==> src/rtl/clk_rate_gen.sv <==
// Programmable phase-accumulator test clock with a per-frame rising-edge counter.
// Optional self-check of the edge count is enabled by defining CLK_RATE_GEN_SELFCHECK_EN.
module clk_rate_gen #(
    parameter logic [23:0] WINDOW    = 24'd1000000,
    parameter logic [23:0] FRAME_END = 24'h800000,
    parameter logic [23:0] SNAP_AT   = 24'h100000,
    parameter logic [23:0] CLEAR_AT  = 24'h110000
) (
    input  logic        clk100,
    input  logic        reset_in,
    input  logic        enable,
    input  logic [31:0] cfg_incr,
    input  logic        cfg_valid,
    output logic        cfg_ready,
    output logic        clk_out,
    output logic [31:0] edge_count,
    output logic        count_valid,
    output logic        running
`ifdef CLK_RATE_GEN_SELFCHECK_EN
    ,
    output logic        check_fail
`endif
);

    typedef enum logic [1:0] {StIdle, StRun, StDrain} state_e;

    localparam logic [31:0] EdgeSat = 32'hFFFF_FFFE;
    localparam logic [31:0] NoData  = 32'hFFFF_FFFF;

    state_e      state_q, state_d;
    logic [31:0] acc_q, acc_d;
    logic [31:0] incr_q, incr_d;
    logic [31:0] pend_incr_q, pend_incr_d;
    logic        pend_q, pend_d;
    logic        clk_out_q, clk_out_d;
    logic [23:0] frame_q, frame_d;
    logic [31:0] edge_cnt_q, edge_cnt_d;
    logic [31:0] edge_count_q, edge_count_d;
    logic        count_valid_q, count_valid_d;

    logic [32:0] sum_ext;
    logic [31:0] sum;
    logic        carry;
    logic        cfg_xfer;

    always_comb begin
        sum_ext = {1'b0, acc_q} + {1'b0, incr_q};
        sum     = sum_ext[31:0];
        carry   = sum_ext[32];
        cfg_xfer = cfg_valid && !pend_q;

        state_d   = state_q;
        acc_d     = acc_q;
        clk_out_d = clk_out_q;
        unique case (state_q)
            StIdle: begin
                acc_d     = 32'd0;
                clk_out_d = 1'b0;
                if (enable) state_d = StRun;
            end
            StRun, StDrain: begin
                acc_d     = sum;
                clk_out_d = sum[31];
                // Stop only once the output would be low, so the last high phase is whole.
                if (!enable && !sum[31]) begin
                    state_d   = StIdle;
                    acc_d     = 32'd0;
                    clk_out_d = 1'b0;
                end else if (!enable) begin
                    state_d = StDrain;
                end else begin
                    state_d = StRun;
                end
            end
            default: begin
                state_d   = StIdle;
                acc_d     = 32'd0;
                clk_out_d = 1'b0;
            end
        endcase
    end

    // Increment changes only at a wrap while running, so periods are never cut short.
    always_comb begin
        incr_d      = incr_q;
        pend_d      = pend_q;
        pend_incr_d = pend_incr_q;
        if (state_q == StIdle) begin
            if (pend_q) begin
                incr_d = pend_incr_q;
                pend_d = 1'b0;
            end else if (cfg_valid) begin
                incr_d = cfg_incr;
            end
        end else begin
            if (pend_q && carry) begin
                incr_d = pend_incr_q;
                pend_d = 1'b0;
            end else if (cfg_xfer) begin
                pend_d      = 1'b1;
                pend_incr_d = cfg_incr;
            end
        end
    end

    always_comb begin
        frame_d = (frame_q == FRAME_END) ? 24'd0 : frame_q + 24'd1;

        edge_cnt_d = edge_cnt_q;
        if (frame_q == CLEAR_AT) begin
            edge_cnt_d = 32'd0;
        end else if (clk_out_d && !clk_out_q && (frame_q < WINDOW) && (edge_cnt_q != EdgeSat)) begin
            edge_cnt_d = edge_cnt_q + 32'd1;
        end

        edge_count_d  = edge_count_q;
        count_valid_d = 1'b0;
        if (frame_q == SNAP_AT) begin
            edge_count_d  = edge_cnt_q;
            count_valid_d = 1'b1;
        end
    end

    always_ff @(posedge clk100) begin
        if (reset_in) begin
            state_q       <= StIdle;
            acc_q         <= 32'd0;
            incr_q        <= 32'd0;
            pend_q        <= 1'b0;
            pend_incr_q   <= 32'd0;
            clk_out_q     <= 1'b0;
            frame_q       <= 24'd0;
            edge_cnt_q    <= 32'd0;
            edge_count_q  <= NoData;
            count_valid_q <= 1'b0;
        end else begin
            state_q       <= state_d;
            acc_q         <= acc_d;
            incr_q        <= incr_d;
            pend_q        <= pend_d;
            pend_incr_q   <= pend_incr_d;
            clk_out_q     <= clk_out_d;
            frame_q       <= frame_d;
            edge_cnt_q    <= edge_cnt_d;
            edge_count_q  <= edge_count_d;
            count_valid_q <= count_valid_d;
        end
    end

    assign cfg_ready   = !pend_q;
    assign clk_out     = clk_out_q;
    assign edge_count  = edge_count_q;
    assign count_valid = count_valid_q;
    assign running     = (state_q == StRun) || (state_q == StDrain);

`ifdef CLK_RATE_GEN_SELFCHECK_EN
    logic        dirty_q, dirty_d;
    logic        check_fail_q, check_fail_d;
    logic        disturbed;
    logic [31:0] pred;
    logic [31:0] diff;

    // A window is trusted only if the FSM stayed in RUN with one increment since the clear.
    always_comb begin
        pred      = 32'((56'(incr_q) * 56'(WINDOW)) >> 32);
        diff      = (edge_cnt_q >= pred) ? edge_cnt_q - pred : pred - edge_cnt_q;
        disturbed = (state_q != StRun) || (incr_d != incr_q);
        dirty_d   = (frame_q == CLEAR_AT) ? disturbed : (dirty_q | disturbed);
        check_fail_d = check_fail_q;
        if ((frame_q == SNAP_AT) && !dirty_q && (diff > 32'd1)) check_fail_d = 1'b1;
    end

    always_ff @(posedge clk100) begin
        if (reset_in) begin
            dirty_q      <= 1'b1;
            check_fail_q <= 1'b0;
        end else begin
            dirty_q      <= dirty_d;
            check_fail_q <= check_fail_d;
        end
    end

    assign check_fail = check_fail_q;
`endif

endmodule

==> config.mk <==
export PLATFORM = sky130hd
export DESIGN_NAME = clk_rate_gen
export DESIGN_NICKNAME = d
export VERILOG_FILES = /design/src/rtl/clk_rate_gen.sv
export SDC_FILE = /design/constraint.sdc
export NUM_CORES = 1
export LEC_CHECK = 0
export CAP_MARGIN = 30
export CORE_ASPECT_RATIO = 0.5
export CORE_MARGIN = 2
export CORE_UTILIZATION = 59
export CTS_CLUSTER_SIZE = 14
export DETAILED_ROUTE_END_ITERATION = 16
export PLACE_DENSITY = 0.8
export SETUP_SLACK_MARGIN = 0.15
export SLEW_MARGIN = 20
export SYNTH_ARGS = -nofsm -noshare
export SYNTH_HDL_FRONTEND = slang
export SYNTH_SLANG_ARGS = --single-unit
==> constraint.sdc <==
create_clock -name clk100 -period 4 [get_ports clk100]
set_input_delay 0.4 -clock clk100 [delete_from_list [all_inputs] [get_ports clk100]]
set_output_delay 0.4 -clock clk100 [all_outputs]
set_load 0.005 [all_outputs]
==> impl_metrics.tcl <==
set metrics [dict create \
    min_path_type "reg -> reg" \
    cp_max_fo 29 \
    synth.most_common_cell "dfxtp_1" \
    syn_area_per_cell_um2 8.07 \
    die_h_um 93.2 \
    place_inst 1374 \
    drt-initial-drc-count 701 \
    busiest_layer "met2" \
    via_per_inst 6.11 \
    synthFlopType "dfxtp_1" \
    drv_cap 0 \
    finalHoldViolations 0 \
    crit_top_cell "a21oi_1" \
    clock-root-buffer "clkbuf_16" \
    cts-resized-gates 0 \
    finalCriticalPeriod_ps 3520 \
    fin_cells 1406 \
    fmax_mhz 284 \
    slowest_delay_ps 600 \
    worst_slew_pin_slew_ps 942 \
    die_area_um2 17000 \
    rsz0062_at_grt "false" \
    syn_area_um2 9400 \
    areaGrowthSynthToFinish_pct 14.9 \
    dp_hpwl_um 14900 \
    finalCritPeriodShare 0.881 \
    min_from "pend_incr_q[6]$_SDFFE_PP0P_" \
    start_util 0.606 \
    clk_latency_ps 440 \
    yosys_register_bits 189 \
    vdd_drop_max_mv 0.355 \
    critPathArrivalTime_ps 3890 \
    fin_nets 1264 \
    numCtsBuffers 17 \
    drt_wl_total_um 22800 \
    fp.dieW_um 182 \
    synthTopCellsByCount "dfxtp_1 (189), nand2_1 (186), nor2_1 (105)" \
    wl_per_cell_um 16.2 \
    syn_nets 1239 \
    layout-drive-gt1-share 0.0483 \
    grt_pass1_vias 8111 \
    grtUsageMet1 0.378 \
    final_util 0.697 \
    critPathKind "reg -> reg" \
    timing.rr.end "edge_cnt_q[14]$_SDFFE_PP0P_" \
    ys_types 58 \
    n_antenna_cell 0 \
    cts_post_setup_buffers_inserted 0 \
    r2r_cells 9 \
    finClkSkew_ps 16.5 \
    finalSetupTns_ps 0 \
    cp-end-kind "register" \
    vias 8595 \
    grt_max_degree 65 \
    crit_path_start_kind "register" \
    synth_top_area_share 0.403 \
    yosysWarnings 0 \
    holdBufCountCts 0 \
    p_leak_nw 4.18 \
    whs_path_depth 2 \
    slew_headroom 0.372 \
    synth_top_cells_by_area "dfxtp_1 (40%), nand2_1 (7.4%), ha_1 (5.1%), a21oi_1 (4.6%), nor2_1 (4.2%)" \
    rrSetupSlack_ps 480 \
    status "finished, final reports clean" \
    tritoncts "yes" \
    rr_startpoint "incr_q[10]$_SDFFE_PP0P_" \
    synth_seq_area_share 0.403 \
    core_region_area_um2 15500 \
    cts_sinks 189 \
    htree_levels 4 \
    dr.pass1.iters 5 \
    row_count 32 \
    slew_violations 0 \
    grt_first_pass_wirelength_um 39000 \
    synth_top_cell_by_area "dfxtp_1" \
    drc 0 \
    portBuffers 71 \
    slowest_stage "a21oi_1" \
    synth_edf_count 0 \
    synthCells 1164 \
    gp_congestion 0.910 \
    ios 72 \
    hold_end "pend_incr_q[6]$_SDFFE_PP0P_" \
    final_antenna_net_count 0 \
    globalRouteTotalUtil 0.278 \
    setup_viol 0 \
    synthArstFlopShare 0 \
    use_met3 0.0495 \
    clkTransAtPathRegs_ps 80 \
    power.density_nw_per_um2 391 \
    path_cells "ha_1 -> a2111oi_0 -> o21ai_0 -> nand4_1 -> a31oi_1 -> a21oi_1 -> mux2_2 -> or4_1 -> a21oi_1" \
    met2_usage 0.466 \
    critical_path_required_ps 4360 \
    grt_antenna_before_repair 0 \
    cts.path.max_buffers 2 \
    grt_overflow 0 \
]
==> sequential cells by signal (all words and copies together) (netlist names) <==
register     flops
clk_out          1
incr_q          32
pend_incr_q     32
edge_cnt_q      32
state_q          2
pend_q           1
edge_count      32
count_valid      1
acc_q           32
frame_q         24
==> where the power goes <==
group / internal (W) / leakage, nW / switching, W
Combinational: 0.000178 / 2.33 / 0.000248
Clock: 0.000968 / 0.311 / 0.000849
Sequential: 0.00194 / 1.53 / 0.0000366
Total: 0.00308 / 4.18 / 0.00113
==> cells by family (layout without fill, tap and decap cells) <==
kind of cell / Yosys count / in the layout / share of synthesized area
AO/OA/AOI/OAI: 234 / 234 / 0.159
XOR/XNOR: 45 / 45 / 0.0419
flip-flops: 189 / 189 / 0.403
AND/OR/NAND/NOR: 543 / 543 / 0.292
adder cells (fa/ha/maj): 39 / 39 / 0.0527
multiplexers: 5 / 5 / 0.00626
buffers and inverters: 109 / 147 / 0.0458
==> per-layer routing <==
layer,up-vias,share of wire
li1,4211,-
met4,0,0.011
met5,-,0
met1,4100,0.48
met3,26,0.053
met2,258,0.46
==> stage by stage <==
stage | hold slack (ps) | power, W | cell area, µm² | worst slack, ps
2_1_floorplan | 430 | 0.00231 | 9400 | 949
3_3_place_gp | 442 | 0.00242 | 10200 | 648
3_5_place_dp | 447 | 0.00244 | 10200 | 514
4_1_cts | 459 | 0.00424 | 10800 | 519
5_1_grt | 476 | 0.00437 | 10800 | 255
6_report | 457 | 0.00422 | 10800 | 476
==> cell usage in the layout, fill, tap and decap left out, types with 6 or more instances in the layout <==
| cell type | count |
|---|---|
| a211oi_1 | 6 |
| a21o_1 | 12 |
| a21oi_1 | 87 |
| a221oi_1 | 32 |
| a31oi_1 | 9 |
| and2_1 | 8 |
| and3_1 | 16 |
| and4_1 | 8 |
| buf_4 | 13 |
| clkbuf_16 | 17 |
| clkdlybuf4s50_1 | 70 |
| dfxtp_1 | 189 |
| ha_1 | 38 |
| inv_1 | 31 |
| nand2_1 | 186 |
| nand2b_1 | 6 |
| nand3_1 | 34 |
| nand3b_1 | 33 |
| nand4_1 | 22 |
| nor2_1 | 105 |
| nor3_1 | 16 |
| nor3b_1 | 33 |
| nor4_1 | 36 |
| o211ai_1 | 14 |
| o21ai_0 | 38 |
| o31ai_1 | 7 |
| or3_1 | 15 |
| or4_1 | 13 |
| xnor2_1 | 26 |
| xor2_1 | 19 |
==> worst max-delay path, delay by kind of cell (launching register included) <==
family	cells	cell delay (ps)
fa+ha+maj	1	380
compound gates	5	1460
flops	1	320
mux	1	600
simple gates	2	690
==> worst max-delay path by stage <==
| stage | start | endpoint | cells after the start |
|---|---|---|---|
| final | incr_q[10]$_SDFFE_PP0P_ | edge_cnt_q[14]$_SDFFE_PP0P_ | 9 |
| after CTS | incr_q[10]$_SDFFE_PP0P_ | edge_cnt_q[14]$_SDFFE_PP0P_ | 9 |
| after floorplan | acc_q[10]$_SDFF_PP0_ | edge_cnt_q[14]$_SDFFE_PP0P_ | 11 |
| after global routing | incr_q[1]$_SDFFE_PP0P_ | edge_cnt_q[14]$_SDFFE_PP0P_ | 9 |
| after global placement | acc_q[1]$_SDFF_PP0_ | edge_cnt_q[14]$_SDFFE_PP0P_ | 9 |
| after detailed placement | incr_q[10]$_SDFFE_PP0P_ | edge_cnt_q[14]$_SDFFE_PP0P_ | 9 |
==> area by class of cell <==
class                   instances  area (µm²)
well taps                     204         255
clock inverters                15         214
multi-input cells             866        5200
flip-flops and latches        189        3780
fillers                      1234        4700
repair buffers                 84         803
inverters                      31         116
clock buffers                  17         425
Power figures use the tool's default switching activity.
